<file path="src/rtl/fifo_pkg.sv">
// Shared FIFO pointer types and Gray-code helpers for the read- and write-side controllers.
package fifo_pkg;

  localparam int FIFO_ADDR_W = 4;
  localparam logic RST_EMPTY = 1'b1;

  typedef logic [FIFO_ADDR_W:0] ptr_t;

  function automatic ptr_t bin2gray(input ptr_t b);
    return b ^ (b >> 1);
  endfunction

  function automatic ptr_t gray2bin(input ptr_t g);
    ptr_t b;
    b = '0;
    for (int i = 0; i < FIFO_ADDR_W + 1; i++) begin
      b[i] = ^(g >> i);
    end
    return b;
  endfunction

endpackage

</file>
<file path="src/rtl/gray2bin_conv.sv">
// Combinational Gray-to-binary converter; each binary bit is the XOR of all Gray bits at or above it.
module gray2bin_conv #(
  parameter int W = 5
) (
  input  logic [W-1:0] i_gray,
  output logic [W-1:0] o_bin
);

  always_comb begin
    o_bin = '0;
    for (int i = 0; i < W; i++) begin
      o_bin[i] = ^(i_gray >> i);
    end
  end

endmodule

</file>
<file path="src/rtl/rptr_empty_ctrl.sv">
// Read-domain pointer and status controller for the async FIFO: pointers, empty/almost-empty,
// occupancy level, read-valid strobe and sticky underflow.
module rptr_empty_ctrl
  import fifo_pkg::*;
#(
  parameter int ADDR_W    = 4,
  parameter int AE_THRESH = 2
) (
  input  logic              r_clk,
  input  logic              rrst,
  input  logic              r_en,
  input  logic [ADDR_W:0]   wptr_gray_sync,
  input  logic              uf_clr,
  output logic [ADDR_W-1:0] raddr,
  output logic [ADDR_W:0]   rptr,
  output logic [ADDR_W:0]   rptr_gray,
  output logic              f_empty,
  output logic              f_aempty,
  output logic [ADDR_W:0]   rd_level,
  output logic              rd_valid,
  output logic              underflow
);

  localparam int PW = ADDR_W + 1;
  localparam logic [PW-1:0] AE_T = PW'(AE_THRESH);

  logic [PW-1:0] r_rptr;
  logic [PW-1:0] r_rptr_gray;
  logic          r_f_empty;
  logic          r_f_aempty;
  logic [PW-1:0] r_rd_level;
  logic          r_rd_valid;
  logic          r_underflow;

  logic          w_rd_acc;
  logic [PW-1:0] w_b_next;
  logic [PW-1:0] w_g_next;
  logic [PW-1:0] w_wbin;
  logic [PW-1:0] w_level_next;

  gray2bin_conv #(.W(PW)) u_wptr_conv (
    .i_gray (wptr_gray_sync),
    .o_bin  (w_wbin)
  );

  // Accept only against the registered empty flag, so an underflow read never moves the pointer.
  assign w_rd_acc     = r_en & ~r_f_empty;
  assign w_b_next     = r_rptr + {{ADDR_W{1'b0}}, w_rd_acc};
  assign w_g_next     = (w_b_next >> 1) ^ w_b_next;
  assign w_level_next = w_wbin - w_b_next;

  always_ff @(posedge r_clk) begin
    if (rrst) begin
      r_rptr      <= '0;
      r_rptr_gray <= '0;
      r_f_empty   <= RST_EMPTY;
      r_f_aempty  <= 1'b1;
      r_rd_level  <= '0;
      r_rd_valid  <= 1'b0;
      r_underflow <= 1'b0;
    end else begin
      r_rptr      <= w_b_next;
      r_rptr_gray <= w_g_next;
      r_f_empty   <= (w_g_next == wptr_gray_sync);
      r_f_aempty  <= (w_level_next <= AE_T);
      r_rd_level  <= w_level_next;
      r_rd_valid  <= w_rd_acc;
      r_underflow <= (r_en & r_f_empty) | (r_underflow & ~uf_clr);
    end
  end

  assign raddr     = r_rptr[ADDR_W-1:0];
  assign rptr      = r_rptr;
  assign rptr_gray = r_rptr_gray;
  assign f_empty   = r_f_empty;
  assign f_aempty  = r_f_aempty;
  assign rd_level  = r_rd_level;
  assign rd_valid  = r_rd_valid;
  assign underflow = r_underflow;

endmodule

</file>
<file path="config.mk">
export PLATFORM = sky130hd
export DESIGN_NAME = rptr_empty_ctrl
export DESIGN_NICKNAME = d
export VERILOG_FILES = /design/src/rtl/fifo_pkg.sv /design/src/rtl/gray2bin_conv.sv /design/src/rtl/rptr_empty_ctrl.sv
export SDC_FILE = /design/constraint.sdc
export NUM_CORES = 1
export LEC_CHECK = 0
export ABC_AREA = 1
export ABC_CLOCK_PERIOD_IN_PS = 5500
export CORE_MARGIN = 1.5
export CORE_UTILIZATION = 30
export CTS_CLUSTER_SIZE = 40
export DETAILED_ROUTE_END_ITERATION = 6
export GPL_ROUTABILITY_DRIVEN = 1
export SKIP_LAST_GASP = 1
export SYNTH_ARGS = -nofsm -noshare
export SYNTH_HDL_FRONTEND = slang
export SYNTH_SLANG_ARGS = --single-unit
</file>
<file path="constraint.sdc">
create_clock -name r_clk -period 5.5 [get_ports r_clk]
set_clock_uncertainty 0.1 [all_clocks]
set_input_delay 1.1 -clock r_clk [delete_from_list [all_inputs] [get_ports r_clk]]
set_output_delay 1.1 -clock r_clk [all_outputs]
set_load 0.01 [all_outputs]
</file>
==> summary.md, run 1 <==
| Metric | Value |
|---|---|
| Least-Margin Pin Slew | 0.486 ns |
| Mean post-synth cell area | 7.31 um2 |
| Maximum Capacitance Violations | 0 |
| Proportion of register bits with asynchronous set or reset after synthesis | 0% |
| Maximum number of buffers from clock root to sink | 2 |
| Cell type contributing the most total cell area after synthesis | sky130_fd_sc_hd__dfxtp_1 |
| Crit path kind | in -> reg |
| Startpoint of the worst-slack reg-to-reg timing path | f_empty |
| Hold-fix buffers at CTS | 0 |
| Clock transition time at the flip-flop clock pins of the worst setup and hold paths | 0.10 ns |
| Total CTS buffers | 3 |
| Count leader, synth | sky130_fd_sc_hd__nand2_1 |
| Resized cells post-CTS | 0 |
| Worst-path cell with the longest stage delay | sky130_fd_sc_hd__clkdlybuf4s50_1 |
| Cell type with the highest occurrence count on the critical path | sky130_fd_sc_hd__inv_1 |
| Biggest area contributors in the synthesized netlist | sky130_fd_sc_hd__dfxtp_1 (34%), sky130_fd_sc_hd__nand2_1 (10%), sky130_fd_sc_hd__inv_1 (6.8%) |
| Via density | 4.18 |
| Shortest clock period the worst path allows after layout | 3.21 ns |
| Worst hold margin | 0.364 ns |
| Starting utilization of the core area | 31.3% |
| Number of setup violations in the final report | 0 |
| Critical path capture point type | flip-flop |
| Setup bufs post-CTS | 0 |
| Number of cells after detailed placement | 214 |
| First drt pass iteration count | 4 |
| End of the worst register-to-register path | f_aempty |
| Global-route usage over all layers | 11.2% |
| FF-to-FF path depth | 13 |
| Outcome | completed |
| Non-filler cells in the finished layout | 218 |
| First-pass GRT wire length | 3210 um |
| Floorplan Core Area | 3340 um2 |
| Sort of element at the start of the critical path | input port |
| Synthesized Nets | 157 |
| Final HPWL from detailed placement | 1660 um |
| Largest driver fanout on the critical path | 4 |
| CP endpoint | f_aempty |
| Most instantiated cells after synthesis | sky130_fd_sc_hd__nand2_1 (29), sky130_fd_sc_hd__inv_1 (19), sky130_fd_sc_hd__nor2_1 (19) |
| Die Y | 62.1 um |
| Area of the multi-input gates | 562 um2 |
| Diode insertion count for antenna repair | 0 |
| Routability congestion estimate from global placement | 0.786 |
| Placement-stage cell area | 1370 um2 |
| Number of DRC markers in iteration 0 | 16 |
| Flop2flop setup slack | 3.21 ns |
| Unrepaired setup endpoints after global routing | no |
| Detailed-route wire length per cell | 8.91 um |
| Worst-skew pair later-pin latency | 0.28 ns |
| Area of all sequential standard cells | 360 um2 |
| Aggregate negative setup slack | 0 ns |
| Number of warnings reported in the yosys synthesis log | 0 |
| Maximum level of the CTS H-tree | 1 |
| Primary FF master, synth | sky130_fd_sc_hd__dfxtp_1 |
| Overflow left after global routing | 0 |
| Maximum achievable frequency | 311 MHz |
| Post-route cell area | 1410 um2 |
| Register bit total from synthesis | 18 |
| Boundary pin count | 32 |
| Share of post-route cells with drive strength above 1 | 16.3% |
| Top cell type's share of synthesized area | 34.4% |
| Die area | 3850 um2 |
| Count of nets after finishing | 187 |
| Leakage | 0.653 nW |
| Final ANT Viol Nets | 0 |
| Clock tree from TritonCTS | yes |
| Type of the worst min-delay path | reg -> reg |
| Number of antenna violations at the first check in global routing | 0 |
| Standard-cell rows | 21 |
| Maximum number of pins on one net before global-route repair | 16 |
| Cell Pwr Density | 227 nW/um2 |
| Mapped Cells | 143 |
| Sequence of cells on the critical path | clkdlybuf4s50_1 > inv_1 > nor2_1 > ha_1 > ha_1 > inv_1 > nand3_4 > nand2_1 > inv_1 > ha_1 > inv_1 > nor3_1 > nor2_2 > nand2_1 > nor2_2 |
| Number of enable-type register cells in the synthesized netlist | 0 |
| Count of clock tree sinks | 18 |
| Via total after detailed routing | 911 |
| Final Cycle Share | 58.4% |
| Final Routed Wirelength | 1940 um |
| Proportion of synthesized chip area in sequential cells | 34.4% |
| Vias in the first global route | 823 |
| Count of filler cells inserted in the layout | 351 |
| Data required time at the worst endpoint | 5.59 ns |
| VDD IR max | 0.0682 mV |
| Worst stage delay on the critical path | 0.47 ns |
| Final core utilization | 42.2% |
| Horizontal die dimension | 62.1 um |
| Number of unique standard cell types used by synthesis | 20 |
| Area of the mapped netlist | 1050 um2 |
| Post-route DRC | 0 |
| Clock Tree Root | sky130_fd_sc_hd__clkbuf_4 |
| Port Buf Inserts | 31 |
| Worst rel slew slack | 67.5% |
| Crit path DAT | 3.30 ns |
| Layout Area Growth over Synthesis | 34.7% |
| Max-slew violation total from the final report | 0 |
| Critical Path Start | r_en |
| Final hold viol count | 0 |
==> power breakdown <==
group | switching [mW] | internal [mW]
Combinational | 0.0499 | 0.0475
Clock | 0.0380 | 0.0402
Sequential | 0.00340 | 0.141
Total | 0.0913 | 0.229
==> cell usage in the layout, fill, tap and decap left out <==
cell | synthesis | routed
sky130_fd_sc_hd__nor3_1 | 3 | 3
sky130_fd_sc_hd__xor2_1 | 7 | 7
sky130_fd_sc_hd__nand3_1 | 8 | 8
sky130_fd_sc_hd__xor2_2 | 1 | 1
sky130_fd_sc_hd__nand3_4 | 1 | 1
sky130_fd_sc_hd__nand4_1 | 1 | 1
sky130_fd_sc_hd__nor2_2 | 4 | 4
sky130_fd_sc_hd__a21oi_2 | 2 | 2
sky130_fd_sc_hd__clkbuf_8 | 0 | 1
sky130_fd_sc_hd__nand2_1 | 29 | 29
sky130_fd_sc_hd__ha_1 | 5 | 5
sky130_fd_sc_hd__nor2_1 | 19 | 19
sky130_fd_sc_hd__clkdlybuf4s50_1 | 0 | 31
sky130_fd_sc_hd__xnor2_1 | 3 | 3
sky130_fd_sc_hd__a21oi_1 | 1 | 1
sky130_fd_sc_hd__inv_1 | 19 | 19
sky130_fd_sc_hd__nand2_2 | 11 | 11
sky130_fd_sc_hd__inv_2 | 3 | 3
sky130_fd_sc_hd__nand3_2 | 2 | 2
sky130_fd_sc_hd__clkbuf_4 | 0 | 3
sky130_fd_sc_hd__dfxtp_1 | 18 | 18
==> worst min-delay path by stage <==
stage	slack, ns	end	depth (start not counted)	startpoint
6_report	0.36	underflow	2	underflow
5_1_grt	0.40	underflow	2	underflow
4_1_cts	0.37	underflow	2	underflow
3_5_place_dp	0.35	underflow	2	underflow
3_3_place_gp	0.35	underflow	2	underflow
2_1_floorplan	0.38	underflow	2	underflow
==> worst max-delay path: cells and delay by family <==
family	cells	cell delay (ns)
adder cells (fa/ha/maj)	3	0.77
buffers and inverters	5	0.75
AND/OR/NAND/NOR	7	0.67
==> sequential cells by signal, summed over array words and instances (netlist names) <==
signal,cells
f_empty,1
rptr_gray,4
rptr,5
f_aempty,1
rd_level,5
rd_valid,1
underflow,1
==> metal layers <==
metal  vias up  wire [um]  track usage [%]  share of wire, %
li1        488          -                -                 -
met1       402        808             11.7                42
met2        19       1070             21.7                55
met3         2         41             1.86               2.1
met4         0         27             4.56               1.4
met5         -          0                0                 0
==> kinds of logic (layout without fill, tap and decap cells) <==
family                     after synthesis  count (layout)  share of synthesized area (%)
buffers and inverters                   28              57                           11.8
xor gates and xnor gates                11              11                           9.93
AOI/OAI and AO/OA                        3               3                           2.15
and+or+nand+nor                         78              78                           35.6
adders and majority gates                5               5                           5.98
DFF                                     18              18                           34.5
==> stage by stage <==
step	total power, mW	setup slack, ns
2_1_floorplan	0.208	2.63
3_3_place_gp	0.244	2.05
3_5_place_dp	0.246	1.96
4_1_cts	0.325	2.25
5_1_grt	0.344	2.09
6_report	0.320	2.29
==> cell type report <==
class / instances / area share [%]
multi-input cells: 97 / 39.9
flip-flops and latches: 18 / 25.6
repair buffers: 31 / 22.0
inverters: 22 / 5.86
well taps: 46 / 4.09
clock buffers: 4 / 2.58
(Power assumes the default switching activity.)
==> inputs of run 2 (changes only) <==
--- a/config.mk
+++ b/config.mk
@@ -6,7 +6,7 @@
 export NUM_CORES = 1
 export LEC_CHECK = 0
 export ABC_AREA = 1
-export ABC_CLOCK_PERIOD_IN_PS = 5500
+export ABC_CLOCK_PERIOD_IN_PS = 3300
 export CORE_MARGIN = 1.5
 export CORE_UTILIZATION = 30
 export CTS_CLUSTER_SIZE = 40
==> constraint.sdc (replaced) <==
create_clock -name r_clk -period 3.3 [get_ports r_clk]
set_clock_uncertainty 0.1 [all_clocks]
set_input_delay 0.66 -clock r_clk [delete_from_list [all_inputs] [get_ports r_clk]]
set_output_delay 0.66 -clock r_clk [all_outputs]
set_load 0.01 [all_outputs]
==> summary.md, run 2 (same netlist as run 1, synthesis figures left out) <==
| Metric | Value |
|---|---|
| Outcome | completed |
| Floorplan Core Area | 3340 um2 |
| Post-route DRC | 0 |
| Die area | 3850 um2 |
| Critical Path Start | r_en |
| Final Routed Wirelength | 1830 um |
| Shortest clock period the worst path allows after layout | 2.73 ns |
| Most frequent cells in the layout | sky130_fd_sc_hd__clkdlybuf4s50_1 (31), sky130_fd_sc_hd__nand2_1 (29), sky130_fd_sc_hd__inv_1 (19), sky130_fd_sc_hd__nor2_1 (19), sky130_fd_sc_hd__dfxtp_1 (18) |
| Final ANT Viol Nets | 0 |
| Setup bufs post-CTS | 0 |
| Crit path kind | in -> reg |
| Starting utilization of the core area | 31.3% |
| Via total after detailed routing | 891 |
| Worst rel slew slack | 66.3% |
| Clock transition time at the flip-flop clock pins of the worst setup and hold paths | 0.10 ns |
| First-pass GRT wire length | 3150 um |
| First drt pass iteration count | 4 |
| Number of cells after detailed placement | 214 |
| Total CTS buffers | 3 |
| Number of setup violations in the final report | 0 |
| Horizontal die dimension | 62.1 um |
| Count of nets after finishing | 187 |
| Vias in the first global route | 791 |
| Proportion of total power due to net switching | 28.3% |
| Leakage | 0.653 nW |
| Maximum Capacitance Violations | 0 |
| Max-slew violation total from the final report | 0 |
| Startpoint of the worst-slack reg-to-reg timing path | f_empty |
| Area of the multi-input gates | 562 um2 |
| Clock tree from TritonCTS | yes |
| Internal | 381 uW |
| Final HPWL from detailed placement | 1570 um |
| Cell Pwr Density | 377 nW/um2 |
| Part of the total power dissipated in sequential elements | 45.2% |
| Standard-cell rows | 21 |
| Net switching power figure | 150 uW |
| Overall power of the completed layout | 531 uW |
| Share of post-route cells with drive strength above 1 | 16.3% |
| Count of clock tree sinks | 18 |
| Diode insertion count for antenna repair | 0 |
| Unrepaired setup endpoints after global routing | no |
| Worst-skew pair later-pin latency | 0.28 ns |
| Final hold viol count | 0 |
| Number of antenna violations at the first check in global routing | 0 |
| Port Buf Inserts | 31 |
| Crit path DAT | 2.82 ns |
| Overflow left after global routing | 0 |
| Global-route usage over all layers | 11.0% |
| Final Cycle Share | 82.7% |
| Non-filler cells in the finished layout | 218 |
| Most common cell after layout, fill and taps aside | sky130_fd_sc_hd__clkdlybuf4s50_1 |
| Power share of the combinational group | 30.3% |
| VDD IR max | 0.100 mV |
| Hold-critical path depth | 2 |
| Maximum achievable frequency | 366 MHz |
| Area of all sequential standard cells | 360 um2 |
| Clock Tree Root | sky130_fd_sc_hd__clkbuf_4 |
| Largest driver fanout on the critical path | 4 |
| Aggregate negative setup slack | 0 ns |
| Critical path capture point type | flip-flop |
| FF-to-FF path depth | 13 |
| Type of the worst min-delay path | reg -> reg |
| Maximum number of pins on one net before global-route repair | 16 |
| Via density | 4.09 |
| Count of filler cells inserted in the layout | 350 |
| Least-Margin Pin Slew | 0.504 ns |
| Sort of element at the start of the critical path | input port |
| Maximum level of the CTS H-tree | 1 |
| Die Y | 62.1 um |
| Detailed-route wire length per cell | 8.39 um |
| Number of DRC markers in iteration 0 | 23 |
| Maximum number of buffers from clock root to sink | 2 |
| Worst min-delay path startpoint | underflow |
| Data required time at the worst endpoint | 3.39 ns |
| Routability congestion estimate from global placement | 0.790 |
| Hold-fix buffers at CTS | 0 |
| Worst hold margin | 0.370 ns |
| Part of the power in the clock network | 24.4% |
| Boundary pin count | 32 |
| Resized cells post-CTS | 0 |
| Layout Area Growth over Synthesis | 34.7% |
==> run 2: final cells by class <==
type	count	area share (%)
clock buffer	4	2.58
inverter	22	5.86
multi-input combinational	97	39.9
sequential	18	25.6
tap	46	4.09
timing repair buffer	31	22.0
==> run 2: power groups by stage <==
| stage | Sequential, mW | Clock, mW | Combinational, mW |
|---|---|---|---|
| after floorplan | 0.256 | 0 | 0.0903 |
| after global placement | 0.246 | 0 | 0.161 |
| after detailed placement | 0.246 | 0 | 0.163 |
| after CTS | 0.241 | 0.134 | 0.164 |
| after global routing | 0.243 | 0.142 | 0.185 |
| final | 0.240 | 0.130 | 0.161 |
==> run 2: stage by stage <==
stage	cell area, um2	util (%)	worst slack [ns]
after CTS	1410	42.2	0.560
after floorplan	1050	-	0.870
after global placement	1370	41.1	0.293
final	1410	42.2	0.570
after global routing	1410	42.2	0.389
after detailed placement	1370	41.1	0.271
==> run 2: final timing paths <==
path	endpoint	slack [ns]
max reg2reg	f_aempty	1.05
min	underflow	0.37
min reg2reg	underflow	0.37
max	f_aempty	0.57
==> run 2: layer usage <==
layer	global-route usage, %	routed length, um	share of wire (%)	vias up
li1	-	-	-	484
met1	12.4	788	43	381
met2	20.1	939	51	22
met3	1.86	64	3.5	4
met4	4.56	37	2.0	0
met5	0	0	0	-
==> run 2: critical path, cell delays in order <==
cell                              delay, ns
sky130_fd_sc_hd__clkdlybuf4s50_1       0.48
sky130_fd_sc_hd__inv_1                 0.06
sky130_fd_sc_hd__nor2_1                0.09
sky130_fd_sc_hd__ha_1                  0.19
sky130_fd_sc_hd__ha_1                  0.30
sky130_fd_sc_hd__inv_1                 0.14
sky130_fd_sc_hd__nand3_4               0.10
sky130_fd_sc_hd__nand2_1               0.07
sky130_fd_sc_hd__inv_1                 0.04
sky130_fd_sc_hd__ha_1                  0.26
sky130_fd_sc_hd__inv_1                 0.05
sky130_fd_sc_hd__nor3_1                0.20
sky130_fd_sc_hd__nor2_2                0.07
sky130_fd_sc_hd__nand2_1               0.08
sky130_fd_sc_hd__nor2_2                0.03
==> inputs of run 3 (changes only) <==
--- a/config.mk
+++ b/config.mk
@@ -6,7 +6,7 @@
 export NUM_CORES = 1
 export LEC_CHECK = 0
 export ABC_AREA = 1
-export ABC_CLOCK_PERIOD_IN_PS = 3300
+export ABC_CLOCK_PERIOD_IN_PS = 2800
 export CORE_MARGIN = 1.5
 export CORE_UTILIZATION = 30
 export CTS_CLUSTER_SIZE = 40
==> constraint.sdc (replaced) <==
create_clock -name r_clk -period 2.8 [get_ports r_clk]
set_clock_uncertainty 0.1 [all_clocks]
set_input_delay 0.56 -clock r_clk [delete_from_list [all_inputs] [get_ports r_clk]]
set_output_delay 0.56 -clock r_clk [all_outputs]
set_load 0.01 [all_outputs]
==> summary.md, run 3 (same netlist as run 1, synthesis figures left out) <==
| Metric | Value |
|---|---|
| Leakage | 0.710 nW |
| Final HPWL from detailed placement | 1690 um |
| Die Y | 62.1 um |
| Final ANT Viol Nets | 0 |
| Sort of element at the start of the critical path | input port |
| Horizontal die dimension | 62.1 um |
| Largest driver fanout on the critical path | 3 |
| Global-route usage over all layers | 11.8% |
| Setup bufs post-CTS | 0 |
| Standard-cell rows | 21 |
| Final hold viol count | 0 |
| Share of post-route cells with drive strength above 1 | 21.7% |
| Cell Pwr Density | 433 nW/um2 |
| Layout Area Growth over Synthesis | 43.3% |
| Resized cells post-CTS | 0 |
| Least setup slack across all paths after layout | 0.284 ns |
| Maximum achievable frequency | 397 MHz |
| Via total after detailed routing | 948 |
| Starting utilization of the core area | 31.3% |
| Power share of the combinational group | 32.0% |
| Count of filler cells inserted in the layout | 359 |
| Detailed-route wire length per cell | 8.51 um |
| Dpl ws | -0.0539 ns |
| Via density | 4.12 |
| Boundary pin count | 32 |
| Aggregate negative setup slack | 0 ns |
| Unrepaired setup endpoints after global routing | no |
| Crit path DAT | 2.61 ns |
| Count of nets after finishing | 199 |
| Overflow left after global routing | 0 |
| Proportion of total power due to net switching | 28.5% |
| Number of setup violations in the final report | 0 |
| Max-slew violation total from the final report | 0 |
| First drt pass iteration count | 4 |
| Die area | 3850 um2 |
| Worst rel slew slack | 78.0% |
| Flop2flop setup slack | 0.66 ns |
| Area of all sequential standard cells | 360 um2 |
| VDD IR max | 0.150 mV |
| Worst-skew pair later-pin latency | 0.29 ns |
| Internal | 465 uW |
| Data required time at the worst endpoint | 2.90 ns |
| Post-route DRC | 0 |
| Outcome | completed |
| Clock transition time at the flip-flop clock pins of the worst setup and hold paths | 0.10 ns |
| Critical path capture point type | flip-flop |
| Number of antenna violations at the first check in global routing | 0 |
| Net switching power figure | 185 uW |
| Total CTS buffers | 3 |
| Port Buf Inserts | 31 |
| Part of the power in the clock network | 24.3% |
| Clock Tree Root | sky130_fd_sc_hd__clkbuf_4 |
| First-pass GRT wire length | 3380 um |
| Crit path kind | in -> reg |
| Number of DRC markers in iteration 0 | 14 |
| Shortest clock period the worst path allows after layout | 2.52 ns |
| Routability congestion estimate from global placement | 0.797 |
| Final Cycle Share | 89.9% |
| Vias in the first global route | 881 |
| Count of clock tree sinks | 18 |
| Most common cell after layout, fill and taps aside | sky130_fd_sc_hd__clkdlybuf4s50_1 |
| Maximum number of buffers from clock root to sink | 2 |
| Maximum Capacitance Violations | 0 |
| Diode insertion count for antenna repair | 0 |
| Maximum number of pins on one net before global-route repair | 16 |
| Least-Margin Pin Slew | 0.328 ns |
| Type of the worst min-delay path | reg -> reg |
| Final Routed Wirelength | 1960 um |
| Maximum level of the CTS H-tree | 1 |
| Most frequent cells in the layout | sky130_fd_sc_hd__clkdlybuf4s50_1 (31), sky130_fd_sc_hd__nand2_1 (29), sky130_fd_sc_hd__inv_1 (19), sky130_fd_sc_hd__nor2_1 (19), sky130_fd_sc_hd__dfxtp_1 (18) |
| Floorplan Core Area | 3340 um2 |
| Hold-fix buffers at CTS | 0 |
| Clock tree from TritonCTS | yes |
| Area of the multi-input gates | 562 um2 |
| Part of the total power dissipated in sequential elements | 43.7% |
-- run 3: changes by cell type in the layout (fill, tap and decap cells not counted), sizes merged --
cell,before,now
buf,0,12
-- run 3: cell type report --
class / count / share of cell area [%]
repair buffers: 43 / 26.7
flip-flops and latches: 18 / 24.0
clock buffers: 4 / 2.42
inverters: 22 / 5.51
well taps: 46 / 3.84
multi-input cells: 97 / 37.5
-- run 3: critical path, cell delays in order --
cell and delay (ns):
sky130_fd_sc_hd__clkdlybuf4s50_1 0.47, sky130_fd_sc_hd__inv_1 0.05, sky130_fd_sc_hd__nor2_1 0.10, sky130_fd_sc_hd__ha_1 0.18, sky130_fd_sc_hd__ha_1 0.26, sky130_fd_sc_hd__inv_1 0.12
sky130_fd_sc_hd__nand3_4 0.08, sky130_fd_sc_hd__nand2_1 0.06, sky130_fd_sc_hd__inv_1 0.04, sky130_fd_sc_hd__ha_1 0.18, sky130_fd_sc_hd__inv_1 0.06, sky130_fd_sc_hd__nand2_2 0.07
sky130_fd_sc_hd__nand2_1 0.06, sky130_fd_sc_hd__nand2_1 0.05, sky130_fd_sc_hd__nor2_2 0.12, sky130_fd_sc_hd__nor2_2 0.04, sky130_fd_sc_hd__nand2_1 0.07, sky130_fd_sc_hd__nor2_2 0.03
-- run 3: final timing paths --
check                                  to  startpoint  depth (start not counted)
worst max-delay path             f_aempty        r_en                         18
worst min-delay path            underflow   underflow                          2
worst max register to register   f_aempty     f_empty                         16
worst min register to register  underflow   underflow                          2
-- run 3: power groups by stage --
stage / Sequential [mW] / Clock [mW] / Combinational (mW)
CTS: 0.284 / 0.163 / 0.212
finish: 0.284 / 0.158 / 0.208
global placement: 0.290 / 0 / 0.209
detailed placement: 0.290 / 0 / 0.211
global route: 0.286 / 0.169 / 0.238
floorplan: 0.301 / 0 / 0.106
-- run 3: stage by stage --
| step | instances | utilization (%) | cell area (um2) | power [mW] | hold slack [ns] |
|---|---|---|---|---|---|
| 6_report | 230 | 44.9 | 1500 | 0.649 | 0.369 |
| 5_1_grt | 230 | 44.9 | 1500 | 0.693 | 0.393 |
| 4_1_cts | 230 | 44.9 | 1500 | 0.659 | 0.373 |
| 3_5_place_dp | 226 | 43.8 | 1460 | 0.501 | 0.358 |
| 3_3_place_gp | 226 | 43.8 | 1460 | 0.499 | 0.349 |
| 2_1_floorplan | 143 | - | 1050 | 0.408 | 0.377 |
-- run 3: layer usage --
layer,vias up,track usage (%),share of wire (%)
li1,508,-,-
met1,418,12.7,43
met2,18,22.3,51
met3,4,1.86,3.0
met4,0,5.47,2.0
met5,-,0,0
